File: src/rtl/riscv_decode_stage.sv
// RV32 instruction-decode stage: register-address drive, immediate generation,
// writeback bypass into the operands, and an ID/EX register with valid/ready on both sides.
module riscv_decode_stage #(
  parameter int WORD_SIZE     = 32,
  parameter int REGFILE_COUNT = 32,
  localparam int RA_W         = $clog2(REGFILE_COUNT)
) (
  input  logic                 clk_i,
  input  logic                 rst_i,
  input  logic                 in_valid_i,
  output logic                 in_ready_o,
  input  logic [WORD_SIZE-1:0] pc_i,
  input  logic [31:0]          instr_i,
  input  logic                 flush_i,
  output logic [RA_W-1:0]      rs1_addr_o,
  output logic [RA_W-1:0]      rs2_addr_o,
  input  logic [WORD_SIZE-1:0] rs1_data_i,
  input  logic [WORD_SIZE-1:0] rs2_data_i,
  input  logic                 wb_en_i,
  input  logic [RA_W-1:0]      wb_addr_i,
  input  logic [WORD_SIZE-1:0] wb_data_i,
  output logic                 out_valid_o,
  input  logic                 out_ready_i,
  output logic [WORD_SIZE-1:0] pc_o,
  output logic [WORD_SIZE-1:0] imm_o,
  output logic [WORD_SIZE-1:0] rs1_data_o,
  output logic [WORD_SIZE-1:0] rs2_data_o,
  output logic [RA_W-1:0]      rd_o,
  output logic [2:0]           funct3_o,
  output logic [6:0]           funct7_o,
  output logic [6:0]           opcode_o,
  output logic                 illegal_o
);

  logic [6:0]           opcode;
  logic [RA_W-1:0]      rd_addr;
  logic [WORD_SIZE-1:0] imm_d;
  logic                 illegal_d;
  logic [WORD_SIZE-1:0] rs1_op;
  logic [WORD_SIZE-1:0] rs2_op;
  logic                 load;

  assign opcode     = instr_i[6:0];
  assign rs1_addr_o = instr_i[15 +: RA_W];
  assign rs2_addr_o = instr_i[20 +: RA_W];
  assign rd_addr    = instr_i[7 +: RA_W];

  always_comb begin
    imm_d     = '0;
    illegal_d = 1'b0;
    case (opcode)
      7'b0000011, 7'b0010011, 7'b1100111, 7'b1110011, 7'b0001111:
        imm_d = WORD_SIZE'($signed(instr_i[31:20]));
      7'b0100011:
        imm_d = WORD_SIZE'($signed({instr_i[31:25], instr_i[11:7]}));
      7'b1100011:
        imm_d = WORD_SIZE'($signed({instr_i[31], instr_i[7], instr_i[30:25],
                                    instr_i[11:8], 1'b0}));
      7'b0110111, 7'b0010111:
        imm_d = WORD_SIZE'($signed({instr_i[31:12], 12'b0}));
      7'b1101111:
        imm_d = WORD_SIZE'($signed({instr_i[31], instr_i[19:12], instr_i[20],
                                    instr_i[30:21], 1'b0}));
      7'b0110011:
        imm_d = '0;
      default:
        illegal_d = 1'b1;
    endcase
    if (instr_i[1:0] != 2'b11) illegal_d = 1'b1;
    // RV32E only has x0..x15, so bit 4 of any register field is out of range
    if (REGFILE_COUNT == 16 && (instr_i[11] || instr_i[19] || instr_i[24])) illegal_d = 1'b1;
    if (illegal_d) imm_d = '0;
  end

  always_comb begin
    rs1_op = rs1_data_i;
    if (rs1_addr_o == '0) rs1_op = '0;
    else if (wb_en_i && wb_addr_i == rs1_addr_o) rs1_op = wb_data_i;
  end

  always_comb begin
    rs2_op = rs2_data_i;
    if (rs2_addr_o == '0) rs2_op = '0;
    else if (wb_en_i && wb_addr_i == rs2_addr_o) rs2_op = wb_data_i;
  end

  assign in_ready_o = !out_valid_o || out_ready_i || flush_i;
  assign load       = in_valid_i && in_ready_o && !flush_i;

  always_ff @(posedge clk_i or posedge rst_i) begin
    if (rst_i) begin
      out_valid_o <= 1'b0;
    end else if (flush_i) begin
      out_valid_o <= 1'b0;
    end else if (load) begin
      out_valid_o <= 1'b1;
    end else if (out_ready_i) begin
      out_valid_o <= 1'b0;
    end
  end

  // Payload is only written on a load; flush leaves it untouched
  always_ff @(posedge clk_i or posedge rst_i) begin
    if (rst_i) begin
      pc_o       <= '0;
      imm_o      <= '0;
      rs1_data_o <= '0;
      rs2_data_o <= '0;
      rd_o       <= '0;
      funct3_o   <= '0;
      funct7_o   <= '0;
      opcode_o   <= '0;
      illegal_o  <= 1'b0;
    end else if (load) begin
      pc_o       <= pc_i;
      imm_o      <= imm_d;
      rs1_data_o <= rs1_op;
      rs2_data_o <= rs2_op;
      rd_o       <= rd_addr;
      funct3_o   <= instr_i[14:12];
      funct7_o   <= instr_i[31:25];
      opcode_o   <= opcode;
      illegal_o  <= illegal_d;
    end
  end

endmodule

File: config.mk
export PLATFORM = sky130hd
export DESIGN_NAME = riscv_decode_stage
export DESIGN_NICKNAME = d
export VERILOG_FILES = /design/src/rtl/riscv_decode_stage.sv
export SDC_FILE = /design/constraint.sdc
export NUM_CORES = 1
export LEC_CHECK = 0
export BUFFER_PORTS_ARGS = -buffer_cell sky130_fd_sc_hd__buf_2
export CAP_MARGIN = 0
export CORE_ASPECT_RATIO = 0.8
export CORE_MARGIN = 5
export CORE_UTILIZATION = 43
export DETAILED_ROUTE_END_ITERATION = 8
export MAX_ROUTING_LAYER = met4
export PLACE_DENSITY_LB_ADDON = 0.2
export SETUP_SLACK_MARGIN = 0.4
export SYNTH_ARGS = -nofsm -noshare
export SYNTH_HDL_FRONTEND = slang
export SYNTH_SLANG_ARGS = --single-unit
File: constraint.sdc
create_clock -name clk_i -period 4.5 [get_ports clk_i]
set_input_delay 0.675 -clock clk_i [delete_from_list [all_inputs] [get_ports clk_i]]
set_output_delay 0.675 -clock clk_i [all_outputs]
set_load 0.02 [all_outputs]
* After elaboration in Yosys (flattened, before gate mapping)
Cells that the tools add are included.
Widths: inputs -> output; s select.
** Cells by class
- Add/sub/neg operators :: 0
- Multiply operators :: 0
- Div/mod/pow operators :: 0
- $lt $le $gt $ge :: 0
- Equal/unequal tests :: 14
- Shift-type cells :: 0
- Muxes and demuxes :: 11
- Bitwise gates (word level) :: 0
- Reduce and logical (&&, ||, !) cells :: 14
** Operator list (count)
- $mux 32 :: 5
- $pmux 32 s5 :: 1
- $eq 7x7->1 const B :: 4
- $eq 7x6->1 const B :: 3
- $eq 7x5->1 const B :: 2
- $reduce_or 11->1 :: 1
- $eq 5x5->1 :: 2
- $logic_not 5->1 :: 2
- $eq 7x2->1 const B :: 1
- $eq 7x4->1 const B :: 1
- $mux 1 :: 5
- $reduce_or 5->1 :: 1
- $logic_and 1x1->1 :: 4
- $reduce_bool 3->1 :: 1
- $logic_not 1->1 :: 2
- $logic_or 1x1->1 :: 2
- $ne 2x2->1 const B :: 1
- $reduce_or 2->1 :: 1
** Word-level totals
- Bits in registers :: 152
- Bits in latches :: 0
- Memory bits (writable) :: 0
- Bits in read-only memories :: 0
- Input port bits :: 171
- Output and inout port bits :: 163
- Word-level logic and storage cells :: 49
- Memories kept :: 0

* Longest topological paths before layout
- Depth after elaboration :: 7
- Depth in mapped cells :: 8
- Gate-level depth less buffers :: 4

* Least setup slack after synthesis
Ideal clock, no wire load.
- Kind :: input port to flip-flop
- Start :: in flush_i
- End :: reg imm_o[20]
- Setup time :: 0.082 ns
- Arrival time :: 1.943 ns
- Data required time :: 4.418 ns
- Setup slack :: 2.475 ns
- Stages :: 6
- Buffers on the path :: 2
- Cell sequence :: nand2b_4 -> buf_6 -> or3_4 -> a211o_4 -> buf_6 -> a22oi_2
** Between the ends
- Word-level cells in the longest chain between the ends :: 3
- Elaborated cells on any way between the ends :: 4
- Classes of those cells :: 4 x reduce/logical
** Ends and longest elaborated chain
- start, declared :: line 14 : input logic flush_i,
- $logic_or 1x1->1 :: line 87 : assign in_ready_o = !out_valid_o || out_ready_i || flush_i;
- $logic_and 1x1->1 :: line 88 : assign load = in_valid_i && in_ready_o && !flush_i;
- $logic_and 1x1->1 (*) :: line 88
- end signal, assigned :: line 116 : imm_o <= imm_d;
- end, declared :: line 25 : output logic [WORD_SIZE-1:0] imm_o,
Every way passes the cells marked *; elsewhere a longest branch is shown, timed or not.
A chain may end at the register's enable or synchronous reset.

* Worst setup path after layout
- Start :: reg out_valid_o
- End :: reg rs2_data_o[2]
** Between the ends
- Word-level cells in the longest chain between the ends :: 5
** Ends and longest elaborated chain
- start, declared :: line 22 : output logic out_valid_o,
- start signal, assigned :: line 92 : out_valid_o <= 1'b0;
- start signal, assigned :: line 94 : out_valid_o <= 1'b0;
- start signal, assigned :: line 96 : out_valid_o <= 1'b1;
- $logic_not 1->1 :: line 87
- $logic_or 1x1->1 (2 in series) :: line 87
- $logic_and 1x1->1 (2 in series) :: line 88
- end signal, assigned :: line 118 : rs2_data_o <= rs2_op;
- end, declared :: line 27 : output logic [WORD_SIZE-1:0] rs2_data_o,
No other way between the ends.

==> impl_results.md <==
* Mapped Nets at 995
* Worst Path Max Fanout at 88
* Remaining Overflow, GRT at 0
* Worst-path clk slew at 0.07 ns
* DIE AREA at 20100 sq um
* DR WL met2 at 11.6 mm
* Worst setup EP type: register
* Synth Flop Type: dfrtp_1
* Top cells by area, synth: dfrtp_1 51%, nand2_1 15%, o211ai_1 8.6%
* Die extent in x at 157 um
* Fin crit period at 2.63 ns
* Clock sinks at 152
* DRC violations left at 0
* Register Area at 3800 sq um
* Initial antenna violation count at 2
* Worst Skew at 0.00970 ns
* DP Wirelength at 17.7 mm
* Clk root buf: clkbuf_16
* Setup TNS Final at 0 ns
* Routed vias at 7321
* Largest net degree at the start of global routing at 153
* DR top layer: met4
* Max_slew headroom at 27.1%
* Status: finished clean
* Crit Path Class: reg -> reg
* GP Congestion at 0.867
* RSZ-0062 raised after global routing: no
* Number of flops mapped to enable cells by yosys at 0
* Post-synth top area cell: dfrtp_1
* WL per Instance at 18.7 um
* Crit path DAT at 2.97 ns
* Layout cell share with drive strength beyond 1 at 36.0%
* Post-Syn Instances at 824
* DRT iter0 DRCs at 591
* # port buffers at 333
* IO Pins at 334
* Post-synthesis register bit count at 152
* Commonest non-fill, non-tap cell in the layout: buf_2
* H-tree lvl count at 4
* Worst skew pair latency at 0.42 ns
* Final period utilization at 58.5%
* First-pass GRT wire length at 38.8 mm
* Max-cap violations at 0
* Footprint of the multi-input gates at 3260 sq um
* Final setup vio count at 0
* Post-Route WL at 25.1 mm
* Vias in the first global route at 6970
* FMAX at 0.380 GHz
* Unique masters post-synth at 48
* Dpl cell area at 9150 sq um
* Critical Path RT at 4.83 ns
* Core ar. at 17200 sq um
* # rows at 43
* Worst Hold Class: in -> reg
* Pleak at 4.84 nW
* Drt first pass iters at 7
* Clock tree from TritonCTS: yes
* Global Route Usage Sum at 25.3%
* Total CTS buffers at 17
* CP startpoint kind: register
* Initial core utilization at 43.4%
* Longest Clk Path Bufs at 2
* Synthesis Warnings at 0
* NumNets Final at 1276
* Max IR drop VDD at 0.000234 V
* Pin slew with the least headroom to its limit at 1.09 ns
* Cell area after layout at 9750 sq um
* Fill cells at 1629
* Die Span Y at 128 um
* Seq/Total Area, Yosys at 51.1%
* M1 WL at 11.0 mm
* Fin. max-slew vios at 0
* Most frequent cells in the layout: 333 x buf_2, 307 x nand2_1, 152 x dfrtp_1
* Synth async-reset ratio at 100%
* Mean Syn Cell Area at 9.03 sq um
* P&R area growth vs syn at 31.0%
* Post-DRT Antenna Nets at 0
* Final hold violation count at 0
* Synthesized area at 7440 sq um
* Hold buffers post-CTS at 0
* Post-CTS Setup Bufs at 0
* PostCTS Resize Cnt at 0
* P per Cell Area at 402 nW/um^2
* Share of Yosys cell area claimed by the top area cell type at 51.1%
* Met3 wire length at 2.10 mm
* Vias per cell at 5.44
path summary, 6_finish.rpt:
kind | depth (start not counted) | endpoint | slack (ns) | startpoint
max in group asynchronous | 3 | rs1_data_o[13] | 3.38 | rst_i
setup / recovery | 5 | rs2_data_o[2] | 1.87 | out_valid_o
setup reg to reg | 5 | rs2_data_o[2] | 1.87 | out_valid_o
hold / removal | 3 | pc_o[4] | 0.44 | pc_i[4]
hold reg to reg | 2 | funct7_o[2] | 0.47 | funct7_o[2]
min in group asynchronous | 3 | rs1_data_o[7] | 0.48 | rst_i
per-layer routing:
metal  GRT usage (%)  up-vias
li1                -     3438
met1            35.0     3507
met2            37.4      342
met3            5.74       34
met4            7.69        0
met5               -        -
power by group:
group	internal, mW	switching (mW)	leakage (nW)
Clock	0.749	0.676	0.289
Sequential	1.53	0.0878	1.93
Combinational	0.289	0.589	2.62
Total	2.57	1.35	4.84
cell usage after synthesis, types with 3 or more instances:
cell type and count:
nor2_1 4, and2_1 6, a22oi_1 19, nor3_1 3, inv_1 5, nand3_1 3
buf_2 19, a22o_1 15, dfrtp_1 152, nor2b_1 4, nor4_1 3, nand2_1 307
buf_6 3, and3_1 3, o211ai_1 85, a21oi_1 6, clkbuf_1 43, or2_2 4
a22oi_2 10, xor2_1 9, nand4_1 66, o21ai_0 6, buf_1 8, buf_4 10
nand2b_1 3
critical path: stages, from the launching register on:
cell,delay (ns)
dfrtp_1,0.36
nor2b_1,0.67
or2_4,0.89
buf_12,0.35
nand2_1,0.10
o211ai_1,0.10
cell families (layout without fill, tap and decap cells):
logic type             Yosys count  after routing  synth area share (%)
AND/OR/NAND/NOR                418            418                  25.2
other                            0              2                     0
buffers and inverters           88            382                  5.56
XOR/XNOR                        11             11                  1.29
flip-flops                     152            152                  51.1
multiplexers                     2              2                 0.269
AO/OA/AOI/OAI                  153            153                  16.6
registers in the layout, indices dropped and copies added, names as in the netlist:
signal	flops
illegal_o	1
out_valid_o	1
funct7_o	7
rd_o	5
opcode_o	7
rs1_data_o	32
imm_o	32
funct3_o	3
rs2_data_o	32
pc_o	32
through the flow:
stage	util (%)	hold WS, ns	std cells	total power [mW]	setup slack [ns]
final	56.8	0.437	1345	3.92	1.87
after global routing	56.8	0.422	1345	4.12	1.69
after CTS	56.8	0.417	1343	3.96	1.88
after detailed placement	53.3	0.456	1311	2.53	1.49
after global placement	53.3	0.454	1311	2.52	1.57
after floorplan	-	0.589	824	2.16	1.91
cell type report:
type	count	share of cell area [%]
sequential	152	39.0
clock buffer	17	4.36
timing repair buffer	345	18.3
multi-input combinational	584	33.4
clock inverter	15	1.77
antenna	2	0.0513
inverter	5	0.231
tap	225	2.89
No activity file was read; power rests on OpenSTA's default activity.
